File: src/rtl/fetch_queue_if.sv
// Handshake bundle between fetch, the I-cache response path, decode and the fetch queue.
// The queue itself uses the slave view; the surrounding pipeline uses the master view.
interface fetch_queue_if #(
  parameter int DEPTH = 4
);
  localparam int CW = $clog2(DEPTH + 1);

  logic          flush_i;
  logic          issue_i;
  logic          credit_o;
  logic          rsp_valid_i;
  logic [31:0]   rsp_pc_i;
  logic [31:0]   rsp_instr_i;
  logic          deq_valid_o;
  logic          deq_ready_i;
  logic [31:0]   deq_pc_o;
  logic [31:0]   deq_instr_o;
  logic [CW-1:0] count_o;
  logic          err_o;

  modport slave (
    input  flush_i, issue_i, rsp_valid_i, rsp_pc_i, rsp_instr_i, deq_ready_i,
    output credit_o, deq_valid_o, deq_pc_o, deq_instr_o, count_o, err_o
  );

  modport master (
    output flush_i, issue_i, rsp_valid_i, rsp_pc_i, rsp_instr_i, deq_ready_i,
    input  credit_o, deq_valid_o, deq_pc_o, deq_instr_o, count_o, err_o
  );
endinterface

File: src/rtl/fetch_queue.sv
// Credit-managed in-order queue of {pc, instr} between the I-cache and decode,
// with stale-response dropping after a redirect and a sticky protocol-error flag.
module fetch_queue #(
  parameter int DEPTH = 4
) (
  input  logic         clk_i,
  input  logic         rst_i,
  fetch_queue_if.slave fq
);
  localparam int CW = $clog2(DEPTH + 1);
  localparam int PW = $clog2(DEPTH);
  localparam logic [CW-1:0] DEPTH_C = CW'(DEPTH);
  localparam logic [CW:0]   DEPTH_X = (CW + 1)'(DEPTH);

  logic [CW-1:0] count_reg, count_next;
  logic [CW-1:0] inflight_reg, inflight_next;
  logic [CW-1:0] drop_reg, drop_next;
  logic [PW-1:0] rd_ptr_reg, rd_ptr_next;
  logic [PW-1:0] wr_ptr_reg, wr_ptr_next;
  logic          err_reg, err_next;

  logic [63:0]   mem [DEPTH];
  logic [63:0]   head;

  logic [CW:0]   occupancy;
  logic          credit;
  logic          rsp_live;
  logic          rsp_orphan;
  logic          rsp_fresh;
  logic          full;
  logic          deq_fire;
  logic          enq;
  logic          enq_overflow;

  // Stale requests still hold a slot in inflight but will never land in the queue.
  assign occupancy    = {1'b0, count_reg} + {1'b0, inflight_reg} - {1'b0, drop_reg};
  assign credit       = occupancy < DEPTH_X;

  assign rsp_live     = fq.rsp_valid_i && (inflight_reg != '0);
  assign rsp_orphan   = fq.rsp_valid_i && (inflight_reg == '0);
  assign rsp_fresh    = rsp_live && !fq.flush_i && (drop_reg == '0);
  assign full         = (count_reg == DEPTH_C);
  assign deq_fire     = (count_reg != '0) && !fq.flush_i && fq.deq_ready_i;
  assign enq          = rsp_fresh && (!full || deq_fire);
  assign enq_overflow = rsp_fresh && full && !deq_fire;

  always_comb begin
    count_next    = count_reg;
    rd_ptr_next   = rd_ptr_reg;
    wr_ptr_next   = wr_ptr_reg;
    inflight_next = inflight_reg;
    drop_next     = drop_reg;
    err_next      = err_reg | rsp_orphan | (fq.issue_i & ~credit) | enq_overflow;

    if (fq.issue_i && !rsp_live && (inflight_reg != DEPTH_C)) begin
      inflight_next = inflight_reg + CW'(1);
    end else if (!fq.issue_i && rsp_live) begin
      inflight_next = inflight_reg - CW'(1);
    end

    if (fq.flush_i) begin
      count_next  = '0;
      rd_ptr_next = '0;
      wr_ptr_next = '0;
      // Everything still outstanding before this edge belongs to the old path.
      drop_next   = inflight_reg - CW'(rsp_live);
    end else begin
      if (deq_fire) begin
        rd_ptr_next = rd_ptr_reg + PW'(1);
      end
      if (enq) begin
        wr_ptr_next = wr_ptr_reg + PW'(1);
      end
      if (enq && !deq_fire) begin
        count_next = count_reg + CW'(1);
      end else if (!enq && deq_fire) begin
        count_next = count_reg - CW'(1);
      end
      if (rsp_live && (drop_reg != '0)) begin
        drop_next = drop_reg - CW'(1);
      end
    end
  end

  always_ff @(posedge clk_i or posedge rst_i) begin
    if (rst_i) begin
      count_reg    <= '0;
      inflight_reg <= '0;
      drop_reg     <= '0;
      rd_ptr_reg   <= '0;
      wr_ptr_reg   <= '0;
      err_reg      <= 1'b0;
    end else begin
      count_reg    <= count_next;
      inflight_reg <= inflight_next;
      drop_reg     <= drop_next;
      rd_ptr_reg   <= rd_ptr_next;
      wr_ptr_reg   <= wr_ptr_next;
      err_reg      <= err_next;
    end
  end

  always_ff @(posedge clk_i) begin
    if (enq) begin
      mem[wr_ptr_reg] <= {fq.rsp_pc_i, fq.rsp_instr_i};
    end
  end

  // Storage is never reset, so the head is masked to zero whenever the queue is empty.
  assign head           = mem[rd_ptr_reg];
  assign fq.credit_o    = credit;
  assign fq.deq_valid_o = (count_reg != '0) && !fq.flush_i;
  assign fq.deq_pc_o    = (count_reg != '0) ? head[63:32] : 32'h0;
  assign fq.deq_instr_o = (count_reg != '0) ? head[31:0]  : 32'h0;
  assign fq.count_o     = count_reg;
  assign fq.err_o       = err_reg;
endmodule
File: src/flat_wrapper.sv
// flat-port wrapper written by rule: the top's interface ports become plain ports
module fetch_queue_flat 
#(
  parameter int DEPTH = 4
)
  (clk_i, rst_i, fq_flush_i, fq_issue_i, fq_rsp_valid_i, fq_rsp_pc_i, fq_rsp_instr_i, fq_deq_ready_i, fq_credit_o, fq_deq_valid_o, fq_deq_pc_o, fq_deq_instr_o, fq_count_o, fq_err_o);
  fetch_queue_if #(.DEPTH(DEPTH)) fq_i ();
  input  logic clk_i;
  input  logic rst_i;
  input wire logic [$bits(fq_i.flush_i)-1:0] fq_flush_i;
  input wire logic [$bits(fq_i.issue_i)-1:0] fq_issue_i;
  input wire logic [$bits(fq_i.rsp_valid_i)-1:0] fq_rsp_valid_i;
  input wire logic [$bits(fq_i.rsp_pc_i)-1:0] fq_rsp_pc_i;
  input wire logic [$bits(fq_i.rsp_instr_i)-1:0] fq_rsp_instr_i;
  input wire logic [$bits(fq_i.deq_ready_i)-1:0] fq_deq_ready_i;
  output wire logic [$bits(fq_i.credit_o)-1:0] fq_credit_o;
  output wire logic [$bits(fq_i.deq_valid_o)-1:0] fq_deq_valid_o;
  output wire logic [$bits(fq_i.deq_pc_o)-1:0] fq_deq_pc_o;
  output wire logic [$bits(fq_i.deq_instr_o)-1:0] fq_deq_instr_o;
  output wire logic [$bits(fq_i.count_o)-1:0] fq_count_o;
  output wire logic [$bits(fq_i.err_o)-1:0] fq_err_o;
  assign fq_i.flush_i = fq_flush_i;
  assign fq_i.issue_i = fq_issue_i;
  assign fq_i.rsp_valid_i = fq_rsp_valid_i;
  assign fq_i.rsp_pc_i = fq_rsp_pc_i;
  assign fq_i.rsp_instr_i = fq_rsp_instr_i;
  assign fq_i.deq_ready_i = fq_deq_ready_i;
  assign fq_credit_o = fq_i.credit_o;
  assign fq_deq_valid_o = fq_i.deq_valid_o;
  assign fq_deq_pc_o = fq_i.deq_pc_o;
  assign fq_deq_instr_o = fq_i.deq_instr_o;
  assign fq_count_o = fq_i.count_o;
  assign fq_err_o = fq_i.err_o;
  fetch_queue #(.DEPTH(DEPTH)) u_core (.clk_i(clk_i), .rst_i(rst_i), .fq(fq_i));
endmodule
File: config.mk
export PLATFORM = sky130hd
export DESIGN_NAME = fetch_queue_flat
export DESIGN_NICKNAME = d
export VERILOG_FILES = /design/src/rtl/fetch_queue_if.sv /design/src/rtl/fetch_queue.sv /design/src/flat_wrapper.sv
export SDC_FILE = /design/constraint.sdc
export NUM_CORES = 1
export LEC_CHECK = 0
export CAP_MARGIN = 20
export CORE_UTILIZATION = 45
export CTS_CLUSTER_DIAMETER = 100
export DETAILED_ROUTE_END_ITERATION = 7
export PLACE_DENSITY_LB_ADDON = 0.15
export SKIP_CTS_REPAIR_TIMING = 1
export SLEW_MARGIN = 20
export SYNTH_ARGS = -nofsm -noshare
export SYNTH_HDL_FRONTEND = slang
export SYNTH_SLANG_ARGS = --single-unit
File: constraint.sdc
create_clock -name clk_i -period 3.4 [get_ports clk_i]
set_clock_uncertainty 0.05 [all_clocks]
set_input_delay 0.34 -clock clk_i [delete_from_list [all_inputs] [get_ports clk_i]]
set_output_delay 0.34 -clock clk_i [all_outputs]
set_load 0.02 [all_outputs]
# Word-level counts from Yosys, hierarchy flattened
# Memories as Yosys holds them, arrays and structs flattened.
# Cells that the tools add are included.
[op_classes]
n_bitwise = 5
addsub = 10
mux = 15
n_reduce_logical = 32
n_eq_ne = 2
n_lt_le_gt_ge = 1
[ops]
columns = ["operator", "n"]
rows = [
  ["two-way mux 32 bit", 2],
  ["two-way mux 3 bit", 7],
  ["logical AND 1 bit", 15],
  ["nonzero test 3 bit", 4],
  ["subtractor 3 x 1 -> 3 bit (second input constant)", 3],
  ["two-way mux 2 bit", 4],
  ["nonzero test 2 bit", 4],
  ["adder 3 x 1 -> 3 bit (second input constant)", 2],
  ["zero test 1 bit", 6],
  ["zero test 3 bit", 2],
  ["adder 2 x 1 -> 2 bit (second input constant)", 2],
  ["adder 3 x 3 -> 4 bit", 1],
  ["< comparator 4 x 3 -> 1 bit (second input constant)", 1],
  ["subtractor 4 x 3 -> 4 bit", 1],
  ["== test 3 bit (second input constant)", 1],
  ["!= test 3 bit (second input constant)", 1],
  ["OR 1 bit", 3],
  ["subtractor 3 x 1 -> 3 bit", 1],
  ["two-way mux 1 bit", 2],
  ["AND 1 bit", 1],
  ["logical OR 1 bit", 1],
  ["inverter 1 bit", 1],
]
[totals]
output_inout_bits = 70
in_bits = 70
ramBits = 256
ff_bits = 14
mem_count = 1
[mem_list]
columns = ["memory", "words", "width", "rd", "rd_clocked_by_memory_dff", "write_ports", "line_no", "text"]
rows = [
  ["u_core.mem", 4, 64, 1, 0, 1, "fetch_queue.sv:22", "logic [63:0] mem [DEPTH];"],
]

# Depth between registers and ports, before layout
# Gate-level depths: netlist of the first run.
[logic_depth]
word_depth = 10
depth_mapped = 11
depth_no_buf = 11

# Worst setup path before layout of the first run
# OpenSTA, ideal clock, no wires.
[synth_timing]
path_type = "reg-to-reg"
from = "register u_core.drop_reg[0]"
to = "memory u_core.mem[0][0] (enable)"
period_less_slack_ns = 2.620
arrival_time_ns = 2.176
slack_ns = 0.780
n_path_buf = 0
setup_ns = 0.394
required_time_ns = 2.956
stages_incl_launch_ff = 6
cell_sequence = "dfrtp_1 > inv_1 > ha_1 > or2b_1 > nor4_4 > and2_2"
[synth_via]
elab_chain_cells = 5
[synth_rtl]
columns = ["item", "line_no", "text"]
rows = [
  ["start: declaration", "fetch_queue.sv:17", "logic [CW-1:0] drop_reg, drop_next;"],
  ["start signal: assignment", "fetch_queue.sv:96", "drop_reg <= drop_next;"],
  ["zero test 3 bit", "fetch_queue.sv:41", "assign rsp_fresh = rsp_live && !fq.flush_i && (drop_reg == '0);"],
  ["logical AND 1 bit", "fetch_queue.sv:41", ""],
  ["logical AND 1 bit", "fetch_queue.sv:44", "assign enq = rsp_fresh && (!full || deq_fire);"],
  ["two-way mux 1 bit", "fetch_queue.sv:104", "if (enq) begin"],
  ["two-way mux 1 bit (not written as such)", "fetch_queue.sv:105", "mem[wr_ptr_reg] <= {fq.rsp_pc_i, fq.rsp_instr_i};"],
  ["end: declaration", "fetch_queue.sv:22", ""],
]
# No other way between the ends.

# Worst setup path after layout of the first run
[layout_timing]
from = "register u_core.count_reg[0] (netlist: u_core.fq.count_o[0])"
to = "output fq_deq_instr_o[9]"
[layout_via]
elab_chain_cells = 2
[layout_rtl]
columns = ["item", "line_no", "text"]
rows = [
  ["start: declaration", "fetch_queue.sv:15", "logic [CW-1:0] count_reg, count_next;"],
  ["start signal: assignment", "fetch_queue.sv:94", "count_reg <= count_next;"],
  ["nonzero test 3 bit", "fetch_queue.sv:114", "assign fq.deq_instr_o = (count_reg != '0) ? head[31:0] : 32'h0;"],
  ["two-way mux 32 bit", "fetch_queue.sv:114", ""],
  ["end: declaration", "flat_wrapper.sv:19", "output wire logic [$bits(fq_i.deq_instr_o)-1:0] fq_deq_instr_o;"],
]
# No other way between the ends.

==> results of run 1 <==
cells in the mapped netlist (2+ instances only):
cell | count | area, µm²
o31ai_1 | 2 | 15.0
xor2_1 | 3 | 26.3
a211oi_1 | 2 | 15.0
inv_1 | 19 | 71.3
dfrtp_1 | 14 | 350
nand2b_1 | 3 | 18.8
mux4_2 | 64 | 1440
and2_2 | 4 | 30.0
nand2_1 | 8 | 30.0
buf_2 | 6 | 30.0
o21ai_0 | 8 | 40.0
buf_4 | 8 | 60.1
or3_1 | 2 | 12.5
clkbuf_1 | 11 | 41.3
nor4b_1 | 2 | 17.5
a21oi_1 | 5 | 25.0
nor2_1 | 11 | 41.3
edfxtp_1 | 256 | 7690
and2_1 | 65 | 407
ha_1 | 11 | 138
nand3_1 | 2 | 10.0
nor3_1 | 3 | 15.0
mux2i_1 | 2 | 20.0
xnor2_1 | 6 | 52.6
fa_1 | 4 | 80.1
power groups by stage:
stage | clock [mW] | sequential (mW) | combinational [mW]
finish | 2.96 | 3.91 | 4.17
detailed placement | 0 | 3.98 | 4.17
global route | 3.16 | 3.93 | 4.55
CTS | 3.03 | 3.91 | 4.20
floorplan | 0 | 3.93 | 2.51
global placement | 0 | 3.97 | 4.11
cell type report:
type	instances	area, µm²	area share [%]
flip-flops and latches	270	8050	58.8
clock buffers	29	704	5.15
repair buffers	159	1630	11.9
multi-input cells	225	2620	19.2
inverters	19	71.3	0.521
clock inverters	23	200	1.46
well taps	319	399	2.92
worst max-delay path by stage:
stage | from | endpoint
6_report | u_core.fq.count_o[0] | fq_deq_instr_o[9]
5_1_grt | u_core.fq.count_o[0] | fq_deq_instr_o[9]
4_1_cts | u_core.fq.count_o[1] | fq_credit_o
3_5_place_dp | u_core.fq.count_o[1] | fq_credit_o
3_3_place_gp | u_core.fq.count_o[1] | fq_credit_o
2_1_floorplan | u_core.drop_reg[0] | u_core.mem[0][0]
cell families (layout without fill, tap and decap cells):
logic type               after synthesis  in the layout  synth area share (%)
AO/OA/AOI/OAI                         28             28                  1.87
multiplexers                          67             67                  13.6
AND/OR/NAND/NOR                      106            106                  5.91
XOR/XNOR                               9              9                 0.726
adder cells (fa/ha/maj)               15             15                  2.00
buffers and inverters                 45            230                  1.97
flip-flops                           270            270                  74.0
critical path: cells and delay by family (launching register included):
family | cells | cell delay [ns]
buffers and inverters | 2 | 0.96
and+or+nand+nor | 2 | 0.65
DFF | 1 | 0.55
per-layer routing:
metal / share of wire [%] / global-route usage, %
met1: 41 / 22.9
met4: 1.9 / 4.44
met2: 50 / 30.0
met5: 0 / 0
met3: 7.0 / 4.54
through the flow:
| step | power (mW) | util [%] | setup slack (ns) | area (µm²) |
|---|---|---|---|---|
| floorplan | 6.44 | - | 0.780 | 10900 |
| global placement | 8.07 | 54.1 | 0.504 | 12700 |
| detailed placement | 8.15 | 54.1 | 0.347 | 12700 |
| CTS | 11.1 | 58.0 | -0.224 | 13600 |
| global route | 11.6 | 58.1 | 0.116 | 13700 |
| finish | 11.0 | 58.1 | 0.295 | 13700 |
==> summary.md, run 1 <==
| Metric | Value |
|---|---|
| Outcome | `finished, final reports clean` |
| CP arrival | `2.71 ns` |
| Distinct cell type count after synthesis | `44` |
| CTS Buf Count | `28` |
| Cell row count | `56` |
| CP Class | `reg2out` |
| Final WL | `21100 µm` |
| Flop pwr share | `35.4%` |
| Layout net count | `788` |
| Gpl congestion | `0.774` |
| Worst path cell trace | `or3_4 -> buf_4 -> and2_1 -> clkdlybuf4s50_1` |
| Reg2reg end | `u_core.fq.count_o[2]` |
| WL per Instance | `20.2 µm` |
| TritonCTS clock tree | `built` |
| HP Class | `in2async` |
| VDD IR max | `543 µV` |
| DPL Wire Length | `12600 µm` |
| Overflow after GRT | `0` |
| I/O pin total | `140` |
| Core ar. | `23500 µm²` |
| Latest clock arrival within the worst-skew pair | `0.53 ns` |
| # setup viols final | `0` |
| R2R cell count | `9` |
| Worst EP required | `3.01 ns` |
| Layout cells sized above 1 | `19.4%` |
| First-pass GRT wire length | `32900 µm` |
| Final Hold Viols | `0` |
| IO buf count | `139` |
| Slowest CP cell | `clkdlybuf4s50_1` |
| Min cycle time layout | `3.10 ns` |
| Fillers | `1804` |
| Via count of the routed design | `5469` |
| Commonest non-fill, non-tap cells in the layout | `edfxtp_1 (256), clkdlybuf4s50_1 (138), and2_1 (65)` |
| Largest Register | `u_core.mem` |
| Clock transition at path regs | `0.06 ns` |
| Placed instance count | `989` |
| Post-Syn Instances | `540` |
| Worst setup EP type | `output pin` |
| CTS root buffer | `clkbuf_16` |
| Gate power share | `37.8%` |
| Die Width | `157 µm` |
| Layout area overhead | `25.9%` |
| Yosys warns | `0` |
| Reg2reg start | `u_core.inflight_reg[0]` |
| Tcrit/Tclk final | `91.3%` |
| CTS H-Tree Depth | `1` |
| # diodes | `0` |
| All-Layer GR Usage | `17.7%` |
| P_leak | `4.43 nW` |
| Clock Sinks | `270` |
| Seq cells post-synth | `270` |
| Worst-margin pin slew | `0.878 ns` |
| Worst Path Max Fanout | `35` |
| Die area | `24800 µm²` |
| Die Y | `157 µm` |
| Startpoint Class | `register` |
| Part of the power in the clock network | `26.8%` |
| Drt drc | `0` |
| Mapped Area | `10900 µm²` |
| Avg Cell Area, Syn | `20.1 µm²` |
| CTS Buffer Depth | `3` |
| Seq/Total Area, Yosys | `74.0%` |
| Initial Utilization | `46.2%` |
| Most common cell after layout, fill and taps aside | `edfxtp_1` |
| Initial antenna violation count | `0` |
| Switching share of power | `31.4%` |
| Post-Syn Nets | `625` |
| Async set-reset flop share out of synthesis | `5.19%` |
| Final std cells w/o fill | `1044` |
| Hold WS | `0.108 ns` |
| Fmax achieved | `322 MHz` |
| 1st-iter DRT viols | `284` |
| Slowest Stage Delay on Critical Path | `0.61 ns` |
| TNS Setup | `0 ns` |
| Antenna Violating Nets Remaining | `0` |
| Drt pass-1 iters | `4` |
| Final slew viol count | `0` |
| Max-cap violations | `0` |
| Largest net degree at the start of global routing | `37` |
| Cell Pwr Density | `807 nW/µm²` |
| Via density | `5.24` |
| Number of global-route vias before repair | `5948` |
| Internal | `7.57 mW` |
| Slew margin rel. | `40.7%` |
| EDFF count, synth | `256` |
| Reg2reg setup slack | `0.69 ns` |
| Ys flop type | `edfxtp_1` |
| Max reg flops | `256` |
| Net switching power | `3.46 mW` |
| RSZ-0062 raised after global routing | `false` |
(Power assumes the default switching activity.)
==> run 2: changes to the inputs <==
--- a/config.mk
+++ b/config.mk
@@ -6,7 +6,8 @@
 export NUM_CORES = 1
 export LEC_CHECK = 0
 export CAP_MARGIN = 20
-export CORE_UTILIZATION = 45
+export CORE_ASPECT_RATIO = 0.5
+export CORE_UTILIZATION = 44
 export CTS_CLUSTER_DIAMETER = 100
 export DETAILED_ROUTE_END_ITERATION = 7
 export PLACE_DENSITY_LB_ADDON = 0.15
==> run 2 against run 1 <==
Effect of this change: sequential share of layout area grew 0.67 points; total power fell by 1.9%; wire length down 0.60%; via count shrank 2.7%; largest cell class unchanged; critical path type unchanged; combinational power about the same; worst hold slack better by 0.0084 ns; core utilization decreased by 2.0 points; sequential cell count did not move; worst setup slack worse by 0.17 ns; non-clock buffer count fell by 6.
==> summary.md, run 2 (same netlist as run 1, synthesis figures left out) <==
| Metric | Value |
|---|---|
| WL per Instance | `20.0 µm` |
| Worst EP required | `3.01 ns` |
| 1st-iter DRT viols | `287` |
| Antenna Violating Nets Remaining | `0` |
| Slew margin rel. | `30.8%` |
| Die Y | `113 µm` |
| Number of global-route vias before repair | `5527` |
| Final slew viol count | `0` |
| TritonCTS clock tree | `built` |
| CTS Buf Count | `25` |
| HP Class | `in2async` |
| Critical path's most frequent cell | `buf_4` |
| Latest clock arrival within the worst-skew pair | `0.54 ns` |
| Cell row count | `40` |
| All-Layer GR Usage | `17.0%` |
| Final WL | `20900 µm` |
| TNS Setup | `0 ns` |
| Via density | `5.08` |
| Reg2reg setup slack | `0.51 ns` |
| P_leak | `4.34 nW` |
| Layout area overhead | `24.5%` |
| Clock Sinks | `270` |
| First-pass GRT wire length | `32400 µm` |
| VDD IR max | `371 µV` |
| CTS root buffer | `clkbuf_16` |
| CTS Buffer Depth | `3` |
| CP Class | `reg2out` |
| Multi-input gate area | `2630 µm²` |
| Slowest Stage Delay on Critical Path | `0.76 ns` |
| DPL Wire Length | `12100 µm` |
| Initial antenna violation count | `0` |
| I/O pin total | `140` |
| CTS H-Tree Depth | `1` |
| Worst Path Max Fanout | `23` |
| Commonest non-fill, non-tap cells in the layout | `edfxtp_1 (256), clkdlybuf4s50_1 (138), and2_1 (65)` |
| Tcrit/Tclk final | `96.3%` |
| Overflow after GRT | `0` |
| Layout net count | `779` |
| # diodes | `0` |
| Startpoint Class | `register` |
| Hold WS | `0.116 ns` |
| Slowest CP cell | `or3_2` |
| Register area | `8050 µm²` |
| Die Width | `224 µm` |
| Gpl congestion | `0.774` |
| Drt drc | `0` |
| Largest net degree at the start of global routing | `65` |
| Fillers | `1882` |
| Final core occ | `56.1%` |
| Cell Pwr Density | `801 nW/µm²` |
| Via count of the routed design | `5321` |
| Worst setup EP type | `output pin` |
| Layout cells sized above 1 | `17.9%` |
| Worst path cell trace | `buf_4 -> or3_2 -> buf_4 -> and2_1 -> clkdlybuf4s50_1` |
| # setup viols final | `0` |
| Max-cap violations | `0` |
| Core ar. | `24100 µm²` |
| Most common cell after layout, fill and taps aside | `edfxtp_1` |
| Worst-margin pin slew | `1.04 ns` |
| Largest Register | `u_core.mem` |
| Outcome | `finished, final reports clean` |
| Die area | `25400 µm²` |
| RSZ-0062 raised after global routing | `false` |
| Drt pass-1 iters | `4` |
| Fmax achieved | `305 MHz` |
| Clock transition at path regs | `0.07 ns` |
| Placed instance count | `1000` |
| Min cycle time layout | `3.27 ns` |
| Final std cells w/o fill | `1047` |
| Initial Utilization | `45.0%` |
| Final Hold Viols | `0` |
| Max reg flops | `256` |
| IO buf count | `139` |
| CP arrival | `2.88 ns` |
## run 2: cell count changes in the layout (fill, tap and decap cells not counted), sizes merged
cell,delta
buf,-6
clkbuf,+1
bufinv,-1
inv,+1
clkinv,-8
clkinvlp,-1
## run 2: metrics by stage
| step | area (µm²) | power [mW] | setup slack [ns] |
|---|---|---|---|
| after floorplan | 10900 | 6.44 | 0.780 |
| after global placement | 12700 | 8.20 | 0.338 |
| after global routing | 13500 | 11.4 | 0.0325 |
| final | 13500 | 10.8 | 0.126 |
| after detailed placement | 12700 | 8.22 | 0.255 |
| after CTS | 13500 | 11.0 | -0.164 |
## run 2: critical path: cells and delay by family, from the launching register on
family,cells,cell delay (ns)
AND/OR/NAND/NOR,2,0.91
buffers and inverters,3,0.99
flip-flops,1,0.44
## run 2: power by group
group,internal [mW],switching [mW]
logic,2.11,2.05
clock network,1.51,1.22
registers,3.77,0.170
total,7.39,3.44
## run 2: path summary, 6_finish.rpt
check,startpoint,end,depth (start not counted)
setup / recovery,u_core.fq.count_o[1],fq_deq_pc_o[24],5
hold / removal,rst_i,u_core.fq.count_o[2],2
setup reg to reg,u_core.inflight_reg[0],u_core.fq.count_o[2],9
hold reg to reg,u_core.inflight_reg[2],u_core.inflight_reg[2],1
max in group asynchronous,rst_i,u_core.rd_ptr_reg[0],2
min in group clk_i,fq_rsp_pc_i[27],u_core.mem[3][59],1
## run 2: area by class of cell
class / instances / area share (%)
sequential: 270 / 59.5
multi-input combinational: 225 / 19.4
timing repair buffer: 153 / 11.6
clock buffer: 30 / 4.76
tap: 336 / 3.11
clock inverter: 14 / 1.01
inverter: 19 / 0.527
## run 2: routing by layer
| layer | track usage (%) | vias to the layer above | share of wire, % |
|---|---|---|---|
| li1 | - | 2446 | - |
| met1 | 23.8 | 2778 | 45 |
| met2 | 27.7 | 78 | 50 |
| met3 | 3.77 | 19 | 3.8 |
| met4 | 3.40 | 0 | 1.2 |
| met5 | 0 | - | 0 |
==> run 3: changes to the inputs <==
==> constraint.sdc (replaced) <==
create_clock -name clk_i -period 3.6 [get_ports clk_i]
set_clock_uncertainty 0.05 [all_clocks]
set_input_delay 0.36 -clock clk_i [delete_from_list [all_inputs] [get_ports clk_i]]
set_output_delay 0.36 -clock clk_i [all_outputs]
set_load 0.02 [all_outputs]
==> run 3 against run 2 <==
Effect of this change: non-clock buffer count is 5 lower; critical path depth is 1 lower; final cell count is 0.38% lower; combinational power is 8.7% lower; die area stayed put; sequential cell count stayed put; worst hold slack better by 0.047 ns; largest cell class unchanged; sequential power is 5.3% lower.
==> summary.md, run 3 (same netlist as run 1, synthesis figures left out) <==
| Metric | Value |
|---|---|
| Die area | `25400 µm²` |
| Fin worst setup slack | `0.342 ns` |
| Antenna Violating Nets Remaining | `0` |
| Largest net degree at the start of global routing | `65` |
| Core ar. | `24100 µm²` |
| Clock Sinks | `270` |
| Min cycle time layout | `3.26 ns` |
| Drt drc | `0` |
| R2R cell count | `9` |
| TritonCTS clock tree | `built` |
| Worst EP required | `3.19 ns` |
| Via density | `5.08` |
| Cell row count | `40` |
| Startpoint Class | `register` |
| Clock transition at path regs | `0.06 ns` |
| Worst setup EP type | `output pin` |
| Placement Setup Slack | `0.514 ns` |
| Layout cells sized above 1 | `17.0%` |
| Commonest non-fill, non-tap cells in the layout | `edfxtp_1 (256), clkdlybuf4s50_1 (138), and2_1 (65)` |
| VDD IR max | `426 µV` |
| Number of global-route vias before repair | `5555` |
| CTS Buffer Depth | `3` |
| Largest Register | `u_core.mem` |
| Initial Utilization | `45.0%` |
| Layout area overhead | `23.4%` |
| IO buf count | `139` |
| Tcrit/Tclk final | `90.5%` |
| CP arrival | `2.85 ns` |
| Tot Pwr | `9.95 mW` |
| Max reg flops | `256` |
| All-Layer GR Usage | `16.6%` |
| # diodes | `0` |
| DPL Wire Length | `11800 µm` |
| TNS Setup | `0 ns` |
| HP Class | `in2async` |
| Slew margin rel. | `29.1%` |
| Die Y | `113 µm` |
| Initial antenna violation count | `0` |
| Drt pass-1 iters | `5` |
| CP Class | `reg2out` |
| Final WL | `20500 µm` |
| CTS root buffer | `clkbuf_16` |
| Fmax achieved | `307 MHz` |
| 1st-iter DRT viols | `307` |
| Post-route cell area | `13400 µm²` |
| Final Hold Viols | `0` |
| I/O pin total | `140` |
| Final slew viol count | `0` |
| Fillers | `1912` |
| P_leak | `4.30 nW` |
| Worst-margin pin slew | `1.06 ns` |
| Via count of the routed design | `5299` |
| RSZ-0062 raised after global routing | `false` |
| CTS Buf Count | `25` |
| Layout net count | `774` |
| Most common cell after layout, fill and taps aside | `edfxtp_1` |
| Die Width | `224 µm` |
| Outcome | `finished, final reports clean` |
| Max-cap violations | `0` |
| Reg2reg setup slack | `0.49 ns` |
| Final core occ | `55.6%` |
| Worst Path Max Fanout | `28` |
| CTS H-Tree Depth | `1` |
| Overflow after GRT | `0` |
| Latest clock arrival within the worst-skew pair | `0.52 ns` |
| WL per Instance | `19.6 µm` |
| Placed cell areas | `12700 µm²` |
| Gpl congestion | `0.763` |
| # setup viols final | `0` |
| Cell Pwr Density | `742 nW/µm²` |
| First-pass GRT wire length | `31700 µm` |
-- run 3: final timing paths --
| path | startpoint | end |
|---|---|---|
| setup / recovery | u_core.fq.count_o[0] | fq_deq_instr_o[4] |
| hold / removal | rst_i | u_core.rd_ptr_reg[0] |
| setup reg to reg | u_core.inflight_reg[0] | u_core.fq.count_o[2] |
| hold reg to reg | u_core.inflight_reg[2] | u_core.inflight_reg[2] |
| max in group asynchronous | rst_i | u_core.rd_ptr_reg[1] |
| min in group clk_i | fq_rsp_pc_i[15] | u_core.mem[1][47] |
-- run 3: area by class of cell --
type	count	area (µm²)	area share [%]
inverter	19	71.3	0.532
clock inverter	13	63.8	0.476
clock buffer	32	672	5.01
timing repair buffer	148	1510	11.3
tap	336	420	3.14
sequential	270	8050	60.0
multi-input combinational	225	2620	19.5
-- run 3: layer usage --
layer | track usage (%) | vias up | share of wire (%)
met5 | 0 | - | 0
met4 | 3.54 | 0 | 1.4
met3 | 3.92 | 28 | 4.0
met2 | 27.1 | 103 | 50
met1 | 23.0 | 2739 | 45
li1 | - | 2429 | -
-- run 3: worst max-delay path, cell delays in order, from the launching register on --
cell,delay [ns]
dfrtp_1,0.50
or3_2,0.83
buf_4,0.31
and2_1,0.14
clkdlybuf4s50_1,0.55
-- run 3: where the power goes --
part	internal, mW	leakage (nW)	switching (mW)
registers	3.56	2.47	0.171
clock network	1.32	0.364	1.10
logic	1.92	1.46	1.87
-- run 3: stage by stage --
| step | cells | hold WS [ns] |
|---|---|---|
| after floorplan | 540 | 0.199 |
| after global placement | 998 | 0.500 |
| after detailed placement | 998 | 0.510 |
| after CTS | 1043 | 0.167 |
| after global routing | 1043 | 0.207 |
| final | 1043 | 0.163 |
